$ cat config.mk
export PLATFORM = sky130hd
export DESIGN_NAME = uart_tx_string_ctrl_flat
export DESIGN_NICKNAME = d
export VERILOG_FILES = /design/src/rtl/uart_tx_string_ctrl_if.sv /design/src/rtl/uart_tx_string_ctrl.sv /design/src/flat_wrapper.sv
export SDC_FILE = /design/constraint.sdc
export NUM_CORES = 1
export LEC_CHECK = 0
export CORE_MARGIN = 2
export CORE_UTILIZATION = 36
export DETAILED_ROUTE_END_ITERATION = 7
export DONT_BUFFER_PORTS = 1
export PLACE_DENSITY = 0.56
export RECOVER_POWER = 50
export SLEW_MARGIN = 20
export SYNTH_ARGS = -nofsm -noshare
export SYNTH_HDL_FRONTEND = slang
export SYNTH_SLANG_ARGS = --single-unit
$ cat constraint.sdc
create_clock -name clk -period 2.9 [get_ports clk]
set_input_delay 0.58 -clock clk [delete_from_list [all_inputs] [get_ports clk]]
set_output_delay 0.58 -clock clk [all_outputs]
set_load 0.02 [all_outputs]
$ cat src/rtl/uart_tx_string_ctrl_if.sv
// uart_tx_string_ctrl_if: string source and UART handshake bundle for uart_tx_string_ctrl
interface uart_tx_string_ctrl_if #(
  parameter int MAX_LEN = 32,
  parameter int LEN_W = 6
);
  logic send_enable;
  logic abort;
  logic tx_done;
  logic [8*MAX_LEN-1:0] str;
  logic [LEN_W-1:0] str_len;
  logic [7:0] tx_char;
  logic tx_signal;
  logic busy;
  logic done;
  logic error;
  modport master (
    output send_enable, abort, tx_done, str, str_len,
    input tx_char, tx_signal, busy, done, error
  );
  modport slave (
    input send_enable, abort, tx_done, str, str_len,
    output tx_char, tx_signal, busy, done, error
  );
endinterface

$ cat src/rtl/uart_tx_string_ctrl.sv
// uart_tx_string_ctrl: latches a string and feeds it byte by byte to a UART frame transmitter
module uart_tx_string_ctrl #(
  parameter int MAX_LEN = 32,
  parameter int LEN_W = 6,
  parameter int EOL_MODE = 0,
  parameter int TIMEOUT_CYC = 200_000
) (
  input logic clk,
  input logic reset_p,
  uart_tx_string_ctrl_if.slave bus
);
  localparam int IW = LEN_W + 1;
  localparam int CW = TIMEOUT_CYC > 1 ? $clog2(TIMEOUT_CYC) : 1;
  localparam logic [LEN_W-1:0] MAX_L = LEN_W'(MAX_LEN);
  localparam logic [IW-1:0] EOL_N = IW'(EOL_MODE == 0 ? 0 : EOL_MODE == 1 ? 1 : 2);
  localparam logic [CW-1:0] TMO_LAST = CW'(TIMEOUT_CYC == 0 ? 0 : TIMEOUT_CYC - 1);
  typedef enum logic [1:0] {IDLE, SEND, WAIT, FIN} state_t;
  state_t state, state_d;
  logic [8*MAX_LEN-1:0] str_q, str_d;
  logic [IW-1:0] len_q, len_d, tot_q, tot_d, idx, idx_d, pos, len_in;
  logic [CW-1:0] cnt, cnt_d;
  logic [7:0] char_q, char_d, body, trail;
  logic tx_q, tx_d, busy_q, busy_d, done_q, done_d, err_q, err_d;
  assign len_in = {1'b0, bus.str_len > MAX_L ? MAX_L : bus.str_len};
  assign pos = len_q - idx - IW'(1);
  assign body = str_q[{pos, 3'b000} +: 8];
  assign trail = (EOL_MODE == 2 && idx == len_q) ? 8'h0D : 8'h0A;
  assign bus.tx_char = char_q;
  assign bus.tx_signal = tx_q;
  assign bus.busy = busy_q;
  assign bus.done = done_q;
  assign bus.error = err_q;
  // state and datapath registers
  always_ff @(posedge clk) begin
    if (reset_p) begin
      state <= IDLE;
      str_q <= '0;
      len_q <= '0;
      tot_q <= '0;
      idx <= '0;
      cnt <= '0;
      char_q <= '0;
      tx_q <= 1'b0;
      busy_q <= 1'b0;
      done_q <= 1'b0;
      err_q <= 1'b0;
    end else begin
      state <= state_d;
      str_q <= str_d;
      len_q <= len_d;
      tot_q <= tot_d;
      idx <= idx_d;
      cnt <= cnt_d;
      char_q <= char_d;
      tx_q <= tx_d;
      busy_q <= busy_d;
      done_q <= done_d;
      err_q <= err_d;
    end
  end
  // next state: abort beats timeout, timeout beats tx_done
  always_comb begin
    state_d = state;
    str_d = str_q;
    len_d = len_q;
    tot_d = tot_q;
    idx_d = idx;
    cnt_d = cnt;
    char_d = char_q;
    tx_d = 1'b0;
    busy_d = busy_q;
    done_d = 1'b0;
    err_d = 1'b0;
    if (state != IDLE && bus.abort) begin
      state_d = IDLE;
      busy_d = 1'b0;
    end else begin
      case (state)
        IDLE: if (bus.send_enable) begin
          str_d = bus.str;
          len_d = len_in;
          tot_d = len_in + EOL_N;
          idx_d = '0;
          cnt_d = '0;
          busy_d = 1'b1;
          state_d = (len_in + EOL_N) == '0 ? FIN : SEND;
        end
        SEND: begin
          char_d = idx < len_q ? body : trail;
          tx_d = 1'b1;
          idx_d = idx + IW'(1);
          cnt_d = '0;
          state_d = WAIT;
        end
        WAIT: begin
          cnt_d = cnt + CW'(1);
          if (TIMEOUT_CYC != 0 && cnt == TMO_LAST) begin
            err_d = 1'b1;
            busy_d = 1'b0;
            state_d = IDLE;
          end else if (bus.tx_done)
            state_d = idx < tot_q ? SEND : FIN;
        end
        FIN: begin
          done_d = 1'b1;
          busy_d = 1'b0;
          state_d = IDLE;
        end
        default: state_d = IDLE;
      endcase
    end
  end
endmodule

$ cat src/flat_wrapper.sv
// flat-port wrapper written by rule: the top's interface ports become plain ports
module uart_tx_string_ctrl_flat 
#(
  parameter int MAX_LEN = 32,
  parameter int LEN_W = 6,
  parameter int EOL_MODE = 0,
  parameter int TIMEOUT_CYC = 200_000
)
  (clk, reset_p, bus_send_enable, bus_abort, bus_tx_done, bus_str, bus_str_len, bus_tx_char, bus_tx_signal, bus_busy, bus_done, bus_error);
  uart_tx_string_ctrl_if #(.MAX_LEN(MAX_LEN), .LEN_W(LEN_W)) bus_i ();
  input logic clk;
  input logic reset_p;
  input wire logic [$bits(bus_i.send_enable)-1:0] bus_send_enable;
  input wire logic [$bits(bus_i.abort)-1:0] bus_abort;
  input wire logic [$bits(bus_i.tx_done)-1:0] bus_tx_done;
  input wire logic [$bits(bus_i.str)-1:0] bus_str;
  input wire logic [$bits(bus_i.str_len)-1:0] bus_str_len;
  output wire logic [$bits(bus_i.tx_char)-1:0] bus_tx_char;
  output wire logic [$bits(bus_i.tx_signal)-1:0] bus_tx_signal;
  output wire logic [$bits(bus_i.busy)-1:0] bus_busy;
  output wire logic [$bits(bus_i.done)-1:0] bus_done;
  output wire logic [$bits(bus_i.error)-1:0] bus_error;
  assign bus_i.send_enable = bus_send_enable;
  assign bus_i.abort = bus_abort;
  assign bus_i.tx_done = bus_tx_done;
  assign bus_i.str = bus_str;
  assign bus_i.str_len = bus_str_len;
  assign bus_tx_char = bus_i.tx_char;
  assign bus_tx_signal = bus_i.tx_signal;
  assign bus_busy = bus_i.busy;
  assign bus_done = bus_i.done;
  assign bus_error = bus_i.error;
  uart_tx_string_ctrl #(.MAX_LEN(MAX_LEN), .LEN_W(LEN_W), .EOL_MODE(EOL_MODE), .TIMEOUT_CYC(TIMEOUT_CYC)) u_core (.clk(clk), .reset_p(reset_p), .bus(bus_i));
endmodule
==> results of run 1 <==
==> flip-flops by register name, indices dropped and copies added (netlist names) <==
name,cells
u_core.cnt,18
u_core.bus.done,1
u_core.str_q,256
u_core.bus.tx_signal,1
u_core.bus.error,1
u_core.state,2
u_core.bus.tx_char,8
u_core.bus.busy,1
u_core.idx,7
u_core.tot_q,6
==> timing repair <==
item                                    CTS  global route
gates resized for setup                   2            12
endpoints found under the setup margin    3             8
buffers inserted                          2             4
endpoints found under the hold margin     0             0
gates cloned                              0             3
pin swaps                                 0             4
==> synthesized netlist by cell type, types with 2 or more instances <==
cell type and number:
inv_1 18, nand4_1 7, o221a_2 2, buf_2 8, nand3_1 8, a211oi_1 25
nand3b_1 5, nor4_1 6, nand2b_1 4, xor2_1 11, and4_1 2, buf_6 5
and2_1 4, xnor2_1 12, mux2i_1 23, a21oi_1 271, nor3_1 9, and2b_1 4
mux4_2 66, buf_1 13, ha_1 18, nor2b_1 14, nor2_1 36, buf_4 3
a31oi_1 3, a211o_1 7, o211ai_1 2, o21ai_0 3, nand2_1 536, a21o_1 3
clkbuf_1 82, dfxtp_1 301
==> layout make-up <==
cell class | instances | area, um^2
Timing Repair Buffer | 39 | 475
Antenna cell | 3 | 7.51
Inverter | 18 | 67.6
Clock inverter | 11 | 151
Clock buffer | 51 | 1050
Multi-Input combinational cell | 1099 | 6650
Tap cell | 461 | 577
Sequential cell | 301 | 6030
Fill cell | 3591 | 20700
==> power by group through the flow <==
| stage | logic (W) | registers, W | clock network, W |
|---|---|---|---|
| final | 0.00461 | 0.00532 | 0.00456 |
| after floorplan | 0.00335 | 0.00521 | 0 |
| after detailed placement | 0.00450 | 0.00541 | 0 |
| after global placement | 0.00442 | 0.00541 | 0 |
| after CTS | 0.00453 | 0.00532 | 0.00466 |
| after global routing | 0.00508 | 0.00539 | 0.00480 |
==> cell families after synthesis <==
kind of cell    share of synthesized area
simple gates                        0.199
flops                               0.459
xor+xnor                           0.0174
compound gates                      0.134
buf+inv                            0.0419
mux                                 0.131
fa+ha+maj                          0.0187
==> layer usage <==
layer / global-route usage / wire length [um] / share of wire
met2: 0.322 / 18700 / 0.47
met5: 0 / 13 / 0.00033
met1: 0.262 / 17300 / 0.44
met4: 0.0571 / 842 / 0.021
met3: 0.0525 / 2830 / 0.071
==> stage by stage <==
step	TNS (ns)	setup WS (ns)	util
global placement	0	0.0249	0.381
CTS	0	0.00757	0.416
floorplan	0	0.160	-
detailed placement	0	0.000567	0.381
finish	0	0.0541	0.420
global route	-0.474	-0.0487	0.420
==> path summary, 6_finish.rpt <==
| path | from | to | slack, ns | cells past startpoint |
|---|---|---|---|---|
| worst min register to register | u_core.str_q[22] | u_core.str_q[22] | 0.45 | 2 |
| worst min-delay path | bus_str[93] | u_core.str_q[93] | 0.17 | 2 |
| worst max register to register | u_core.idx[0] | u_core.bus.tx_char[2] | 0.05 | 9 |
| worst max-delay path | u_core.idx[0] | u_core.bus.tx_char[2] | 0.05 | 9 |
==> run_results.csv, run 1 <==
group,metric,value,unit
worst_hold_path,min-delay-path-class,"in2reg",
floorplan,ioPinCount,279,
final_layout,flow.area_growth_from_synthesis,14.2,%
clock_network,htreeDepth,2,
timing,hold_ws,0.175,ns
floorplan,die_w,195,um
drt,vias_per_cell,5.24,
clock_network,tritoncts.num_buffers,35,
setup_path,count_of_buffer_and_inverter_cells_on_the_critical_path,2,
final_layout,final_cell_mix,"535 x nand2_1, 300 x dfxtp_1, 271 x a21oi_1, 66 x mux4_2, 38 x clkbuf_16",
drt,routed_wl,39.6,mm
power,cellInternalPower,0.00950,W
floorplan,core,35700,um^2
global_routing,first_global_vias,9922,
place,place.detailed.hpwl,28.4,mm
final_layout,drive_above_1_share,0.120,
place,gp_routability_congestion,0.842,
clock_network,cts_root_buffer,"clkbuf_16",
global_routing,grt_remaining_overflow,0,
timing,rsz0062_at_grt,"yes",
final_layout,finalNetCount,1780,
logic_synthesis,synth.yosys.seq_area_share,0.459,
drt,ant_nets,0,
setup_path,element_type_at_the_critical_path_end,"flip-flop",
final_layout,design_area,15000,um^2
flow_run,maxCapViolations,0,
timing,maxSlewViolCount,0,
final_layout,final-instance-count-excl-fill,1983,
final_layout,layout.cells.most_common,"nand2_1",
setup_path,worst-setup-path-type,"reg2reg",
power,sw_pwr,0.00499,W
power,power.clock.fraction,0.315,
place,portBuffers,0,
global_routing,largest_net_degree_at_the_start_of_global_routing,271,
clock_network,clockBufferDepth,3,
clock_network,postCtsHoldBufs,0,
timing,fin_crit_sh,0.981,
drt,drc_errors,0,
floorplan,die_y,195,um
power,total_power,0.0145,W
logic_synthesis,async_flop_share,0,
setup_path,cpLargestDelayFamily,"adder cells",
setup_path,critical_path_required_time,3.31,ns
logic_synthesis,syn-num-nets,1816,
power,pwr_density_cell,966,nW/um^2
drt,vias,10400,
power,worst_ir_drop_vdd,0.527,mV
drt,drt-pass1-iter-count,6,
power,power.combinational.fraction,0.318,
clock_network,tritoncts,"yes",
drt,dr.first_iter.drc_count,730,
global_routing,grt.total_usage,0.199,
timing,finalHoldViolCount,0,
timing,fmax,0.351,GHz
floorplan,placementRows,69,
logic_synthesis,edff_count_synth,0,
setup_path,worst_path_largest_cell_delay,0.87,ns
clock_network,insertion_delay,0.54,ns
global_routing,wire_length_of_the_first_global_routing_pass,57.6,mm
power,static-leakage-power,5.59,nW
power,power_switching_share,0.344,
setup_path,critical_path.startpoint_type,"flip-flop",
place,placement.cell_area,13600,um^2
setup_path,path_cells,"inv_2, ha_4, fa_4, buf_12, mux4_2, nor2b_1, a211oi_1, a211oi_1, a211o_1",
logic_synthesis,cell_count_after_synthesis,1530,
timing,clock_skew,0.0234,ns
logic_synthesis,synth.lib_cells_used.distinct,51,
power,share_seq_of_total_power,0.367,
setup_path,crit_path_top_delay_cell,"fa_4",
place,dp.cells,1909,
run_status,outcome,"completed",
timing,maxSlewHeadroom,0.0629,
global_routing,antenna_found_initial,3,
floorplan,initial_core_utilization,0.368,
setup_path,worstPathMaxFanout,7,
logic_synthesis,synth_seq_cells,301,
logic_synthesis,postSynth.topFlopCell,"dfxtp_1",
logic_synthesis,post-synth-top-area-cell,"dfxtp_1",
floorplan,floorplan.die_area,38000,um^2
setup_path,crit_arrival,3.25,ns
timing,worst_pin_slew,1.41,ns
setup_path,path_common_cell,"a211oi_1",
logic_synthesis,synth_largest_type_area_fraction,0.459,
clock_network,tritoncts_num_sinks,301,
timing,setup_viol,0,
logic_synthesis,synth_top_cells_by_area,"dfxtp_1 46%, nand2_1 15%, mux4_2 11%, a21oi_1 10%, clkbuf_1 2.3%",
logic_synthesis,syn_area_per_cell,8.59,um^2
clock_network,cts.clk_slew.worst_paths,0.06,ns
logic_synthesis,mappedNetlistArea,13100,um^2
drt,drt-wirelength-per-cell,20.0,um
logic_synthesis,yosys_warnings,0,
timing,finalWorstPathRequiredPeriod,2.85,ns
Power figures use the tool's default switching activity.
==> run 2, diff against run 1 <==
CORE_ASPECT_RATIO = 0.75   (was default)
CORE_MARGIN = default   (was 2)
GPL_TIMING_DRIVEN = 0   (was default)
==> run_results.csv, run 2 (same netlist as run 1, synthesis figures left out) <==
group,metric,value,unit
drt,dr_wl_met2,19.9,mm
setup_path,path_cells,"inv_1, ha_1, fa_1, buf_8, buf_8, mux4_2, and2b_1, a211oi_4, a211oi_1, a211o_1",
floorplan,core,35900,um^2
setup_path,crit_path_end,"u_core.bus.tx_char[4]",
global_routing,grt_remaining_overflow,0,
floorplan,initial_core_utilization,0.366,
global_routing,wire_length_of_the_first_global_routing_pass,65.6,mm
drt,vias,11000,
setup_path,crit_arrival,3.33,ns
clock_network,cts_root_buffer,"clkbuf_16",
floorplan,die_w,223,um
drt,drt-pass1-iter-count,5,
drt,m1WireLength,20.2,mm
clock_network,tritoncts,"yes",
setup_path,worst-r2r-cell-count,10,
timing,setup_viol,0,
clock_network,tritoncts_num_sinks,301,
setup_path,crit_path_top_delay_cell,"fa_1",
floorplan,floorplan.die_area,37300,um^2
setup_path,critical_path_required_time,3.40,ns
setup_path,worst_path_largest_cell_delay,0.54,ns
final_layout,sequential_cell_area,6030,um^2
run_status,outcome,"completed",
setup_path,critical_path.startpoint_type,"flip-flop",
timing,worst_pin_slew,0.929,ns
final_layout,final_cell_mix,"536 x nand2_1, 300 x dfxtp_1, 270 x a21oi_1, 83 x clkbuf_1, 66 x mux4_2",
setup_path,critical_path.reg2reg.endpoint,"u_core.bus.tx_char[4]",
clock_network,htreeDepth,1,
setup_path,worstPathMaxFanout,10,
final_layout,registers.top_by_ff_count,"u_core.str_q",
clock_network,insertion_delay,0.61,ns
power,pwr_density_cell,972,nW/um^2
setup_path,worst-setup-path-type,"reg2reg",
clock_network,clockBufferDepth,3,
drt,dr.first_iter.drc_count,858,
place,preCtsSetupSlack,-0.738,ns
final_layout,post-route-util,0.420,
drt,routed_wl,44.7,mm
setup_path,timing.critical_path.from,"u_core.idx[0]",
final_layout,multi_input_comb_area,6670,um^2
global_routing,grt.total_usage,0.235,
drt,drt-wirelength-per-cell,21.7,um
global_routing,largest_net_degree_at_the_start_of_global_routing,17,
drt,drc_errors,0,
final_layout,n_fill_cell,3670,
power,total_power,0.0147,W
place,dp.cells,1995,
floorplan,placementRows,60,
clock_network,cts.clk_slew.worst_paths,0.07,ns
setup_path,crit-reg2reg-launch,"u_core.idx[0]",
floorplan,die_y,167,um
final_layout,finalNetCount,1855,
worst_hold_path,min-delay-path-class,"in2reg",
setup_path,worst-r2r-setup-slack,0.07,ns
place,portBuffers,0,
timing,maxSlewViolCount,0,
floorplan,ioPinCount,279,
drt,ant_nets,0,
final_layout,drive_above_1_share,0.107,
timing,layout_setup_ws,0.0681,ns
timing,fmax,0.353,GHz
timing,fin_crit_sh,0.977,
global_routing,first_global_vias,10700,
final_layout,largest_register_ffs,256,
timing,maxSlewHeadroom,0.381,
setup_path,element_type_at_the_critical_path_end,"flip-flop",
global_routing,antenna_found_initial,11,
final_layout,flow.area_growth_from_synthesis,14.7,%
drt,vias_per_cell,5.35,
setup_path,path_common_cell,"buf_8",
flow_run,maxCapViolations,0,
place,gp_routability_congestion,0.894,
final_layout,layout.cells.most_common,"nand2_1",
drt,route.top_layer_used,"met5",
timing,clock_skew,0.0361,ns
timing,finalWorstPathRequiredPeriod,2.83,ns
power,static-leakage-power,5.53,nW
power,worst_ir_drop_vdd,0.593,mV
final_layout,final-instance-count-excl-fill,2062,
place,place.detailed.hpwl,34.2,mm
clock_network,tritoncts.num_buffers,31,
timing,finalHoldViolCount,0,
drt,detailroute.wirelength.met3,3.30,mm
[run 2: cell count changes in the layout (fill, tap and decap cells not counted), sizes merged]
cell and delta:
bufinv +2, inv +1, diode +2, clkinvlp -1, clkinv -1, clkbuf +72
[run 2: worst min-delay path by stage]
stage,start,cells after the start,endpoint
2_1_floorplan,u_core.str_q[112],2,u_core.str_q[112]
3_3_place_gp,u_core.str_q[21],2,u_core.str_q[21]
3_5_place_dp,u_core.str_q[81],2,u_core.str_q[81]
4_1_cts,bus_str[230],2,u_core.str_q[230]
5_1_grt,bus_str[42],2,u_core.str_q[42]
6_report,bus_str[118],2,u_core.str_q[118]
[run 2: where the power goes]
part / internal, W / switching (W) / leakage (nW) / total (W)
Combinational: 0.00187 / 0.00317 / 2.53 / 0.00504
Clock: 0.00255 / 0.00178 / 0.532 / 0.00432
Sequential: 0.00486 / 0.000432 / 2.47 / 0.00529
[run 2: layout make-up]
cell class              count  share of cell area
clock inverters            12              0.0138
diodes                      5            0.000830
clock buffers              44              0.0580
repair buffers              6             0.00382
well taps                 465              0.0386
plain buffers             112              0.0380
multi-input cells        1099               0.442
inverters                  18             0.00448
flip-flops and latches    301               0.400
[run 2: repair_timing]
item                       CTS  global route
buffers inserted             4             2
hold buffers                 0             0
cloned                       0             0
setup endpoints to repair   77           103
pin swaps                    1             6
gates resized for setup     39            20
[run 2: metal layers]
metal	vias to the layer above	track usage
met4	10	0.0675
met3	65	0.0491
li1	5271	-
met1	5319	0.329
met5	-	0
met2	367	0.365
[run 2: through the flow]
step	area, um^2	TNS, ns	hold slack, ns
after floorplan	13100	0	0.433
after global placement	13700	-7.14	0.440
after detailed placement	13700	-9.16	0.444
after CTS	15000	0	0.0899
after global routing	15100	-0.00251	0.102
final	15100	0	0.100
[run 2: critical path, delay by kind of cell, from the launching register on]
family | cells | cell delay, ns
adders and majority gates | 2 | 0.77
AOI/OAI and AO/OA | 3 | 0.66
buffers and inverters | 3 | 0.40
DFF | 1 | 0.35
muxes | 1 | 0.35
and+or+nand+nor | 1 | 0.21
==> run 3, diff against run 2 <==
PLACE_DENSITY = 0.54   (was 0.56)
SKIP_LAST_GASP = 1   (was default)
clock period = 3.2 ns   (was 2.9 ns; I/O delays follow)
==> run_results.csv, run 3 (same netlist as run 1, synthesis figures left out) <==
group,metric,value,unit
clock_network,postCtsHoldBufs,0,
drt,route.top_layer_used,"met4",
timing,finalWorstPathRequiredPeriod,3.08,ns
final_layout,design_area,14800,um^2
place,placement.cell_area,13700,um^2
floorplan,ioPinCount,279,
setup_path,path_cells,"inv_1, ha_1, fa_1, buf_6, buf_6, buf_4, mux4_2, mux2i_1, a211oi_1, a211o_1",
final_layout,largest_register_ffs,256,
place,place.detailed.hpwl,34.2,mm
setup_path,worst-setup-path-type,"reg2reg",
final_layout,layout.cells.most_common,"nand2_1",
setup_path,worst-r2r-setup-slack,0.12,ns
floorplan,initial_core_utilization,0.366,
clock_network,tritoncts_num_sinks,301,
global_routing,first_global_vias,10700,
floorplan,die_w,223,um
worst_hold_path,min-delay-path-class,"in2reg",
global_routing,antenna_found_initial,6,
setup_path,element_type_at_the_critical_path_end,"flip-flop",
power,sw_pwr,0.00476,W
drt,routed_wl,44.3,mm
timing,fmax,0.324,GHz
setup_path,worst-r2r-cell-count,10,
timing,maxSlewViolCount,0,
setup_path,crit_path_top_delay_cell,"fa_1",
setup_path,crit-reg2reg-launch,"u_core.idx[0]",
floorplan,die_y,167,um
power,worst_ir_drop_vdd,0.447,mV
timing,maxSlewHeadroom,0.412,
timing,fin_crit_sh,0.963,
final_layout,drive_above_1_share,0.0983,
timing,worst_pin_slew,0.875,ns
global_routing,wire_length_of_the_first_global_routing_pass,65.9,mm
timing,layout_setup_ws,0.117,ns
setup_path,worst_path_largest_cell_delay,0.51,ns
clock_network,tritoncts,"yes",
drt,dr.first_iter.drc_count,870,
final_layout,flow.area_growth_from_synthesis,13.0,%
timing,setup_viol,0,
final_layout,n_fill_cell,3719,
drt,vias,11000,
clock_network,insertion_delay,0.58,ns
clock_network,clockBufferDepth,3,
global_routing,grt_remaining_overflow,0,
place,portBuffers,0,
timing,hold_ws,0.189,ns
clock_network,tritoncts.num_buffers,31,
clock_network,cts.repair_timing.setup_buffer_count,0,
power,share_seq_of_total_power,0.372,
setup_path,critical_path_required_time,3.66,ns
drt,drt-pass1-iter-count,5,
worst_hold_path,critical_hold_path_startpoint,"bus_str[189]",
clock_network,htreeDepth,1,
drt,drt-wirelength-per-cell,21.5,um
power,cellInternalPower,0.00813,W
worst_hold_path,worst_hold_path.num_cells,2,
run_status,outcome,"completed",
drt,drc_errors,0,
drt,dr_wl_met2,19.8,mm
timing,clock_skew,0.0125,ns
drt,ant_nets,0,
worst_hold_path,timing.hold.worst_endpoint,"u_core.str_q[189]",
power,pwr_density_cell,868,nW/um^2
clock_network,cts_root_buffer,"clkbuf_16",
power,power_switching_share,0.369,
drt,detailroute.wirelength.met3,3.06,mm
final_layout,multi_input_comb_area,6610,um^2
setup_path,critical_path.startpoint_type,"flip-flop",
place,preCtsSetupSlack,-0.522,ns
global_routing,grt.total_usage,0.236,
timing,setup_total_negative_slack,0,ns
floorplan,floorplan.die_area,37300,um^2
final_layout,sequential_cell_area,6030,um^2
final_layout,finalNetCount,1849,
drt,vias_per_cell,5.37,
floorplan,placementRows,60,
drt,m1WireLength,20.3,mm
final_layout,post-route-util,0.414,
setup_path,worstPathMaxFanout,10,
power,static-leakage-power,5.43,nW
final_layout,registers.top_by_ff_count,"u_core.str_q",
power,power.combinational.fraction,0.339,
global_routing,largest_net_degree_at_the_start_of_global_routing,16,
setup_path,crit_arrival,3.54,ns
setup_path,path_common_cell,"buf_6",
timing,rsz0062_at_grt,"no",
clock_network,cts.clk_slew.worst_paths,0.07,ns
power,power.clock.fraction,0.289,
floorplan,core,35900,um^2
clock_network,cts-resized-gates,12,
flow_run,maxCapViolations,0,
place,gp_routability_congestion,0.881,
final_layout,final_cell_mix,"536 x nand2_1, 301 x dfxtp_1, 271 x a21oi_1, 91 x clkbuf_1, 66 x mux4_2",
setup_path,critical_path.reg2reg.endpoint,"u_core.bus.tx_char[4]",
timing,finalHoldViolCount,0,
-- run 3: changes by cell type in the layout (fill, tap and decap cells not counted), moves of 4 or more --
cell	change
buf_1	-4
mux2i_2	+4
clkbuf_2	-6
clkbuf_1	+8
a211oi_1	+4
buf_8	-5
-- run 3: per-layer routing --
metal  GRT usage  vias to the layer above
met5           0                        -
met4      0.0633                        0
met3      0.0514                       55
met2       0.368                      333
met1       0.330                     5377
li1            -                     5271
-- run 3: final cells by class --
type / instances / area share
Clock buffer: 46 / 0.0621
Sequential cell: 301 / 0.406
Tap cell: 465 / 0.0392
Clock inverter: 11 / 0.00784
Antenna cell: 5 / 0.000843
Buffer: 112 / 0.0346
Multi-Input combinational cell: 1099 / 0.445
Inverter: 18 / 0.00455
-- run 3: worst max-delay path by stage --
stage	start	endpoint	slack (ns)	depth (start not counted)
6_report	u_core.idx[0]	u_core.bus.tx_char[4]	0.12	10
5_1_grt	u_core.idx[0]	u_core.bus.tx_char[2]	0.01	10
4_1_cts	u_core.idx[0]	u_core.bus.tx_char[4]	-0.03	10
3_5_place_dp	u_core.idx[0]	u_core.bus.tx_char[4]	-0.52	10
3_3_place_gp	u_core.idx[0]	u_core.bus.tx_char[7]	-0.50	9
2_1_floorplan	u_core.idx[0]	u_core.bus.tx_char[2]	0.46	10
-- run 3: worst max-delay path, delay by kind of cell (launching register included) --
family	cells	cell delay (ns)
buf+inv	4	0.78
fa+ha+maj	2	0.75
mux	2	0.67
flops	1	0.39
compound gates	2	0.36
-- run 3: through the flow --
stage | cells | total power [W]
finish | 2057 | 0.0129
global route | 2056 | 0.0136
CTS | 2052 | 0.0129
detailed placement | 1995 | 0.00918
global placement | 1995 | 0.00912
floorplan | 1530 | 0.00776
-- run 3: power groups by stage --
stage          Clock, W  Sequential (W)  Combinational, W
6_report        0.00372         0.00480           0.00437
3_5_place_dp          0         0.00487           0.00431
5_1_grt         0.00395         0.00487           0.00478
2_1_floorplan         0         0.00472           0.00304
4_1_cts         0.00378         0.00479           0.00435
3_3_place_gp          0         0.00485           0.00427
